==> src/rtl/ws2812_pkg.sv <==
// ---------------------------------------------------------------------------
// ws2812_pkg
// Shared types and helpers for the WS2812 frame buffer slice.
//   rgb_t / grb_t : host-side and wire-side pixel layouts
//   state_t       : frame sequencer states
//   scale_channel / scale_pixel : global brightness scaling
//   FRAME_CYCLES  : frame period for the default clock and frame rate
// ---------------------------------------------------------------------------
package ws2812_pkg;

    localparam int DEFAULT_CLK_FRE  = 27_000_000;
    localparam int DEFAULT_FRAME_HZ = 10;
    localparam int FRAME_CYCLES     = DEFAULT_CLK_FRE / DEFAULT_FRAME_HZ;

    typedef struct packed {
        logic [7:0] r;
        logic [7:0] g;
        logic [7:0] b;
    } rgb_t;

    typedef struct packed {
        logic [7:0] g;
        logic [7:0] r;
        logic [7:0] b;
    } grb_t;

    typedef enum logic {
        IDLE,
        STREAM
    } state_t;

    // Multiplying by (bright + 1) lets 255 map to an exact passthrough while
    // keeping the product inside 16 bits (255 * 256 = 65280).
    function automatic logic [7:0] scale_channel(input logic [7:0] c,
                                                 input logic [7:0] bright);
        logic [8:0]  mult;
        logic [15:0] prod;
        mult = {1'b0, bright} + 9'd1;
        prod = {8'd0, c} * {7'd0, mult};
        return 8'(prod >> 8);
    endfunction

    function automatic grb_t scale_pixel(input rgb_t px, input logic [7:0] bright);
        grb_t o;
        o.g = scale_channel(px.g, bright);
        o.r = scale_channel(px.r, bright);
        o.b = scale_channel(px.b, bright);
        return o;
    endfunction

endpackage

==> src/rtl/ws2812_frame_timer.sv <==
// ---------------------------------------------------------------------------
// ws2812_frame_timer
// Free-running counter over 0..CYCLES-1 that marks each frame boundary.
//   clk  : system clock
//   rst  : asynchronous active-high reset, counter restarts from 0
//   tick : high for one cycle while the counter sits on its last value
// ---------------------------------------------------------------------------
module ws2812_frame_timer
    import ws2812_pkg::*;
#(
    parameter int CYCLES = FRAME_CYCLES
) (
    input  logic clk,
    input  logic rst,
    output logic tick
);

    localparam int            CW   = (CYCLES > 1) ? $clog2(CYCLES) : 1;
    localparam logic [CW-1:0] LAST = CW'(CYCLES - 1);

    logic [CW-1:0] count;

    assign tick = (count == LAST);

    // Period counter; wraps to zero on the tick cycle.
    always_ff @(posedge clk or posedge rst) begin
        if (rst) begin
            count <= '0;
        end else if (tick) begin
            count <= '0;
        end else begin
            count <= count + 1'b1;
        end
    end

endmodule

==> src/rtl/ws2812_frame_buffer.sv <==
// ---------------------------------------------------------------------------
// ws2812_frame_buffer
// Double-buffered pixel store and frame sequencer feeding the WS2812
// serializer. Host writes go to the back bank; commit swaps banks at the next
// frame start; each frame streams the front bank as brightness-scaled GRB.
//   clk, rst            : clock, asynchronous active-high reset
//   wr_en/wr_addr/wr_rgb: host pixel write into the back bank
//   commit              : request a bank swap at the next frame start
//   brightness          : global scale, latched at frame start
//   out_valid/out_ready : word handshake towards the serializer
//   out_data/out_last   : scaled {G,R,B} word, last-pixel marker
//   busy                : high while streaming
//   frame_done          : one-cycle pulse after the final handshake
//   overrun             : one-cycle pulse when a tick arrives mid-stream
// ---------------------------------------------------------------------------
module ws2812_frame_buffer
    import ws2812_pkg::*;
#(
    parameter int NUM_LEDS = 3,
    parameter int ADDR_W   = 9,
    parameter int CLK_FRE  = 27_000_000,
    parameter int FRAME_HZ = 10
) (
    input  logic              clk,
    input  logic              rst,
    input  logic              wr_en,
    input  logic [ADDR_W-1:0] wr_addr,
    input  logic [23:0]       wr_rgb,
    input  logic              commit,
    input  logic [7:0]        brightness,
    output logic              out_valid,
    input  logic              out_ready,
    output logic [23:0]       out_data,
    output logic              out_last,
    output logic              busy,
    output logic              frame_done,
    output logic              overrun
);

    localparam int                PERIOD   = CLK_FRE / FRAME_HZ;
    localparam int                IDX_W    = (NUM_LEDS > 1) ? $clog2(NUM_LEDS) : 1;
    localparam logic [ADDR_W-1:0] LAST_IDX = ADDR_W'(NUM_LEDS - 1);
    localparam logic [ADDR_W:0]   NUM_W    = (ADDR_W + 1)'(NUM_LEDS);

    rgb_t              bank [0:1][0:NUM_LEDS-1];
    state_t            state, state_next;
    logic              front, swap_pending;
    logic [ADDR_W-1:0] idx, idx_next;
    logic [7:0]        bright_q, scale_b;
    logic              tick, handshake, last_hs, start, swap, front_next, wr_ok;
    rgb_t              rd_px;
    logic              out_valid_d, out_last_d, frame_done_d, overrun_d;
    grb_t              out_data_d;

    ws2812_frame_timer #(
        .CYCLES(PERIOD)
    ) u_timer (
        .clk (clk),
        .rst (rst),
        .tick(tick)
    );

    assign handshake = out_valid && out_ready;
    assign last_hs   = handshake && (idx == LAST_IDX);
    assign wr_ok     = wr_en && ({1'b0, wr_addr} < NUM_W);
    assign scale_b   = start ? brightness : bright_q;

    // Pixel banks; host writes always land in the bank not being streamed.
    always_ff @(posedge clk or posedge rst) begin
        if (rst) begin
            for (int b = 0; b < 2; b++) begin
                for (int i = 0; i < NUM_LEDS; i++) begin
                    bank[b][i] <= '0;
                end
            end
        end else if (wr_ok) begin
            bank[~front][wr_addr[IDX_W-1:0]] <= wr_rgb;
        end
    end

    // Frame-start decisions and the address of the next word to present.
    // On a swapping frame start the host may be writing the bank that is about
    // to become front in this same cycle, so that write is forwarded.
    always_comb begin
        start      = (state == IDLE) && tick;
        swap       = start && (swap_pending || commit);
        front_next = front ^ swap;
        idx_next   = idx;
        if (start) begin
            idx_next = '0;
        end else if (handshake && !last_hs) begin
            idx_next = idx + 1'b1;
        end
        rd_px = bank[front_next][idx_next[IDX_W-1:0]];
        if (wr_ok && ((~front) == front_next) && (wr_addr == idx_next)) begin
            rd_px = wr_rgb;
        end
    end

    // State register.
    always_ff @(posedge clk or posedge rst) begin
        if (rst) begin
            state <= IDLE;
        end else begin
            state <= state_next;
        end
    end

    // Next-state logic.
    always_comb begin
        state_next = state;
        case (state)
            IDLE:    if (tick)    state_next = STREAM;
            STREAM:  if (last_hs) state_next = IDLE;
            default: state_next = IDLE;
        endcase
    end

    // Next values of the registered outputs; out_data only moves when a new
    // word is presented so it stays stable under backpressure.
    always_comb begin
        out_valid_d  = (state_next == STREAM);
        out_last_d   = (state_next == STREAM) && (idx_next == LAST_IDX);
        frame_done_d = last_hs;
        overrun_d    = (state == STREAM) && tick;
        out_data_d   = out_data;
        if (start || (handshake && !last_hs)) begin
            out_data_d = scale_pixel(rd_px, scale_b);
        end
    end

    // Output registers.
    always_ff @(posedge clk or posedge rst) begin
        if (rst) begin
            out_valid  <= 1'b0;
            out_data   <= '0;
            out_last   <= 1'b0;
            busy       <= 1'b0;
            frame_done <= 1'b0;
            overrun    <= 1'b0;
        end else begin
            out_valid  <= out_valid_d;
            out_data   <= out_data_d;
            out_last   <= out_last_d;
            busy       <= out_valid_d;
            frame_done <= frame_done_d;
            overrun    <= overrun_d;
        end
    end

    // Bank select, swap request, pixel index and per-frame brightness.
    always_ff @(posedge clk or posedge rst) begin
        if (rst) begin
            front        <= 1'b0;
            swap_pending <= 1'b0;
            idx          <= '0;
            bright_q     <= '0;
        end else begin
            front        <= front_next;
            swap_pending <= swap ? 1'b0 : (swap_pending || commit);
            idx          <= idx_next;
            if (start) begin
                bright_q <= brightness;
            end
        end
    end

endmodule

==> config.mk <==
export PLATFORM = sky130hd
export DESIGN_NAME = ws2812_frame_buffer
export DESIGN_NICKNAME = d
export VERILOG_FILES = /design/src/rtl/ws2812_pkg.sv /design/src/rtl/ws2812_frame_timer.sv /design/src/rtl/ws2812_frame_buffer.sv
export SDC_FILE = /design/constraint.sdc
export NUM_CORES = 1
export LEC_CHECK = 0
export CORE_UTILIZATION = 25
export DETAILED_ROUTE_END_ITERATION = 8
export PLACE_DENSITY_LB_ADDON = 0.08
export SLEW_MARGIN = 0
export SYNTH_ARGS = -nofsm -noshare
export SYNTH_HDL_FRONTEND = slang
export SYNTH_SLANG_ARGS = --single-unit
==> constraint.sdc <==
create_clock -name clk -period 8.4 [get_ports clk]
set_clock_uncertainty 0.2 [all_clocks]
set_input_delay 1.26 -clock clk [delete_from_list [all_inputs] [get_ports clk]]
set_output_delay 1.26 -clock clk [all_outputs]
set_load 0.005 [all_outputs]
==> out/qor.yml <==
status:
  status: "completed"
final_layout:
  final_cell_mix: "213 x dfrtp_1, 191 x nor2_1, 164 x inv_1"
  area.growth.synth_to_final_pct: 21.06
  nets: 2006
  drive_gt1_share_pct: 20.36
  fillers: 6680
  layout_commonest_cell: "dfrtp_1"
  fin_util_pct: 30.66
floorplanning:
  core_area_sq_um: 63080
  die_y_um: 254.8
  ios: 75
  dieArea_sq_um: 64910
  die_width_um: 254.8
  start_util_pct: 25.32
  fp-row-count: 92
grt:
  grt_pass1_wl_mm: 73.13
  grtUsageTotal_pct: 14.70
  grt_pass1_vias: 12300
  antenna_found_initial: 0
  grt_max_degree: 102
  grt_overflow_total: 0
synth:
  syn_inst: 1623
  synth_enable_flop_cells: 0
  synthDistinctLibCells: 66
  synth-seq-area-share_pct: 33.37
  yosys.area.top_type: "dfrtp_1"
  synth_area_leaders: "dfrtp_1 33%, fa_1 15%, mux2_2 10%"
  synth.avg_cell_area_sq_um: 9.842
  synthFlopType: "dfrtp_1"
  synth_nets: 1889
  synth_area_sq_um: 15970
  synthArstFlopShare_pct: 100.0
  synth_top_area_share_pct: 33.37
  synth_seq_cells: 213
  ys_warn_count: 0
critical_path:
  cp-end-kind: "flop"
  critPathLaunchType: "flop"
  criticalPathCategory: "flop to flop"
  reg2regPathDepth: 23
  arrival_ps: 8190
  crit_fanout: 10
  cp.required_ps: 8690
min_path:
  hold_path_class: "flop to flop"
  whs_path_depth: 2
drt:
  wl_per_cell_um: 17.70
  vias: 11630
  drtIter0Drc: 424
  routed_wl_mm: 46.19
  drt_first_pass_iters: 4
  vias_per_cell: 4.456
  ant_nets: 0
  drc_errors: 0
cts:
  cts_buffer_depth: 3
  cts_setup_buffers: 0
  clk_latency_ps: 600
  ctsResizeCount: 0
  cts_tree: "done"
  htreeDepth: 1
  cts_root_buffer: "clkbuf_16"
  cts_hold_buf: 0
  cts_buffers: 29
  cts.clk_slew.worst_paths_ps: 60
  clock_sinks: 213
sta:
  min_period_ps: 7902
  hold_viol_final: 0
  rsz0062_at_grt: "no"
  finalSetupViolCount: 0
  relSlewSlack_pct: 39.31
  tightest_slew_ps: 905.4
  final.period_utilization_pct: 94.08
  max_freq_mhz: 126.5
  slew_violations: 0
  whs_ps: 272.5
  finalSetupTns_ps: 0
pwr:
  p_leak_nw: 9.418
  power-per-cell-area_nw_per_um2: 248.9
  irDropWorstVdd_uv: 140.8
run:
  maxCapViolCount: 0
placed_design:
  port_buffers: 74
  dpl.hpwl_mm: 33.26
  gp_congestion: 0.7969
## path summary, 6_finish.rpt
kind / slack, ps / to / from
max reg2reg: 500 / out_data[6]$_DFFE_PP0P_ / u_timer.count[11]$_DFF_PP0_
min in group asynchronous: 1020 / u_timer.count[1]$_DFF_PP0_ / rst
max in group asynchronous: 5670 / bank[31]$_DFFE_PP0P_ / rst
max: 500 / out_data[6]$_DFFE_PP0P_ / u_timer.count[11]$_DFF_PP0_
min: 270 / out_data[8]$_DFFE_PP0P_ / out_data[8]$_DFFE_PP0P_
min reg2reg: 270 / out_data[8]$_DFFE_PP0P_ / out_data[8]$_DFFE_PP0P_
## state kept, by name, indices dropped and copies added (netlist names)
register       flops
overrun            1
swap_pending       1
out_last           1
u_timer.count     22
busy               1
out_data          24
idx                9
frame_done         1
bright_q           8
front              1
bank             144
## power breakdown
group	total [mW]	switching, mW	internal, mW
registers	1.13	0.0441	1.09
logic	2.29	1.34	0.955
clock network	1.39	0.522	0.867
## area by class of cell
class / instances / area, sq um / area share, %
antenna: 1 / 2.502 / 0.01294
clock buffer: 43 / 868.3 / 4.490
clock inverter: 11 / 198.9 / 1.029
inverter: 167 / 634.4 / 3.280
multi-input combinational: 1174 / 9822 / 50.79
sequential: 213 / 5330 / 27.56
tap: 846 / 1059 / 5.474
timing repair buffer: 155 / 1424 / 7.363
## cells in the mapped netlist (all sizes together), types with 48 or more instances
cell	number
dfrtp	213
nor2	196
inv	166
nand2	163
mux2	146
fa	120
ha	100
o21ai	65
clkbuf	55
nand3	52
or2	50
a21oi	48
## stage by stage
stage,cell area [sq um],setup WS (ps),instances,power (mW)
floorplan,15970,694.7,1623,2.647
global placement,18270,124.9,2555,3.513
detailed placement,18270,96.88,2555,3.512
CTS,19340,403.0,2609,4.957
global route,19340,44.15,2609,5.262
finish,19340,497.6,2610,4.813
## per-layer routing
layer | vias to the layer above | GRT usage [%] | wire length, um
met5 | - | 0 | 0
met4 | 0 | 3.593 | 1071
met3 | 54 | 2.051 | 1710
met2 | 153 | 23.62 | 20820
met1 | 5837 | 20.69 | 22590
li1 | 5585 | - | -
## worst max-delay path: stages (launching register included)
cell and delay, ps:
dfrtp_1 440, or3_1 380, nor3_1 650, nand2_1 390
mux2i_1 250, inv_1 110, ha_1 330, nand2b_1 140
xnor2_2 620, buf_4 290, nor2_1 70, fa_1 450
fa_1 470, fa_1 570, fa_1 410, ha_1 300
nand4_1 90, nor3b_1 220, nand3_1 140, o311a_4 360
o311ai_4 380, a21oi_1 130, xnor2_1 130, mux2_2 250
## kinds of logic after synthesis
logic type | Yosys count | share of synthesized area [%]
buf+inv | 236 | 5.718
flops | 213 | 33.37
fa+ha+maj | 220 | 22.87
compound gates | 163 | 6.368
mux | 178 | 12.30
xor+xnor | 66 | 3.736
simple gates | 547 | 15.64
Note: power is estimated with default switching activity, not from simulation.
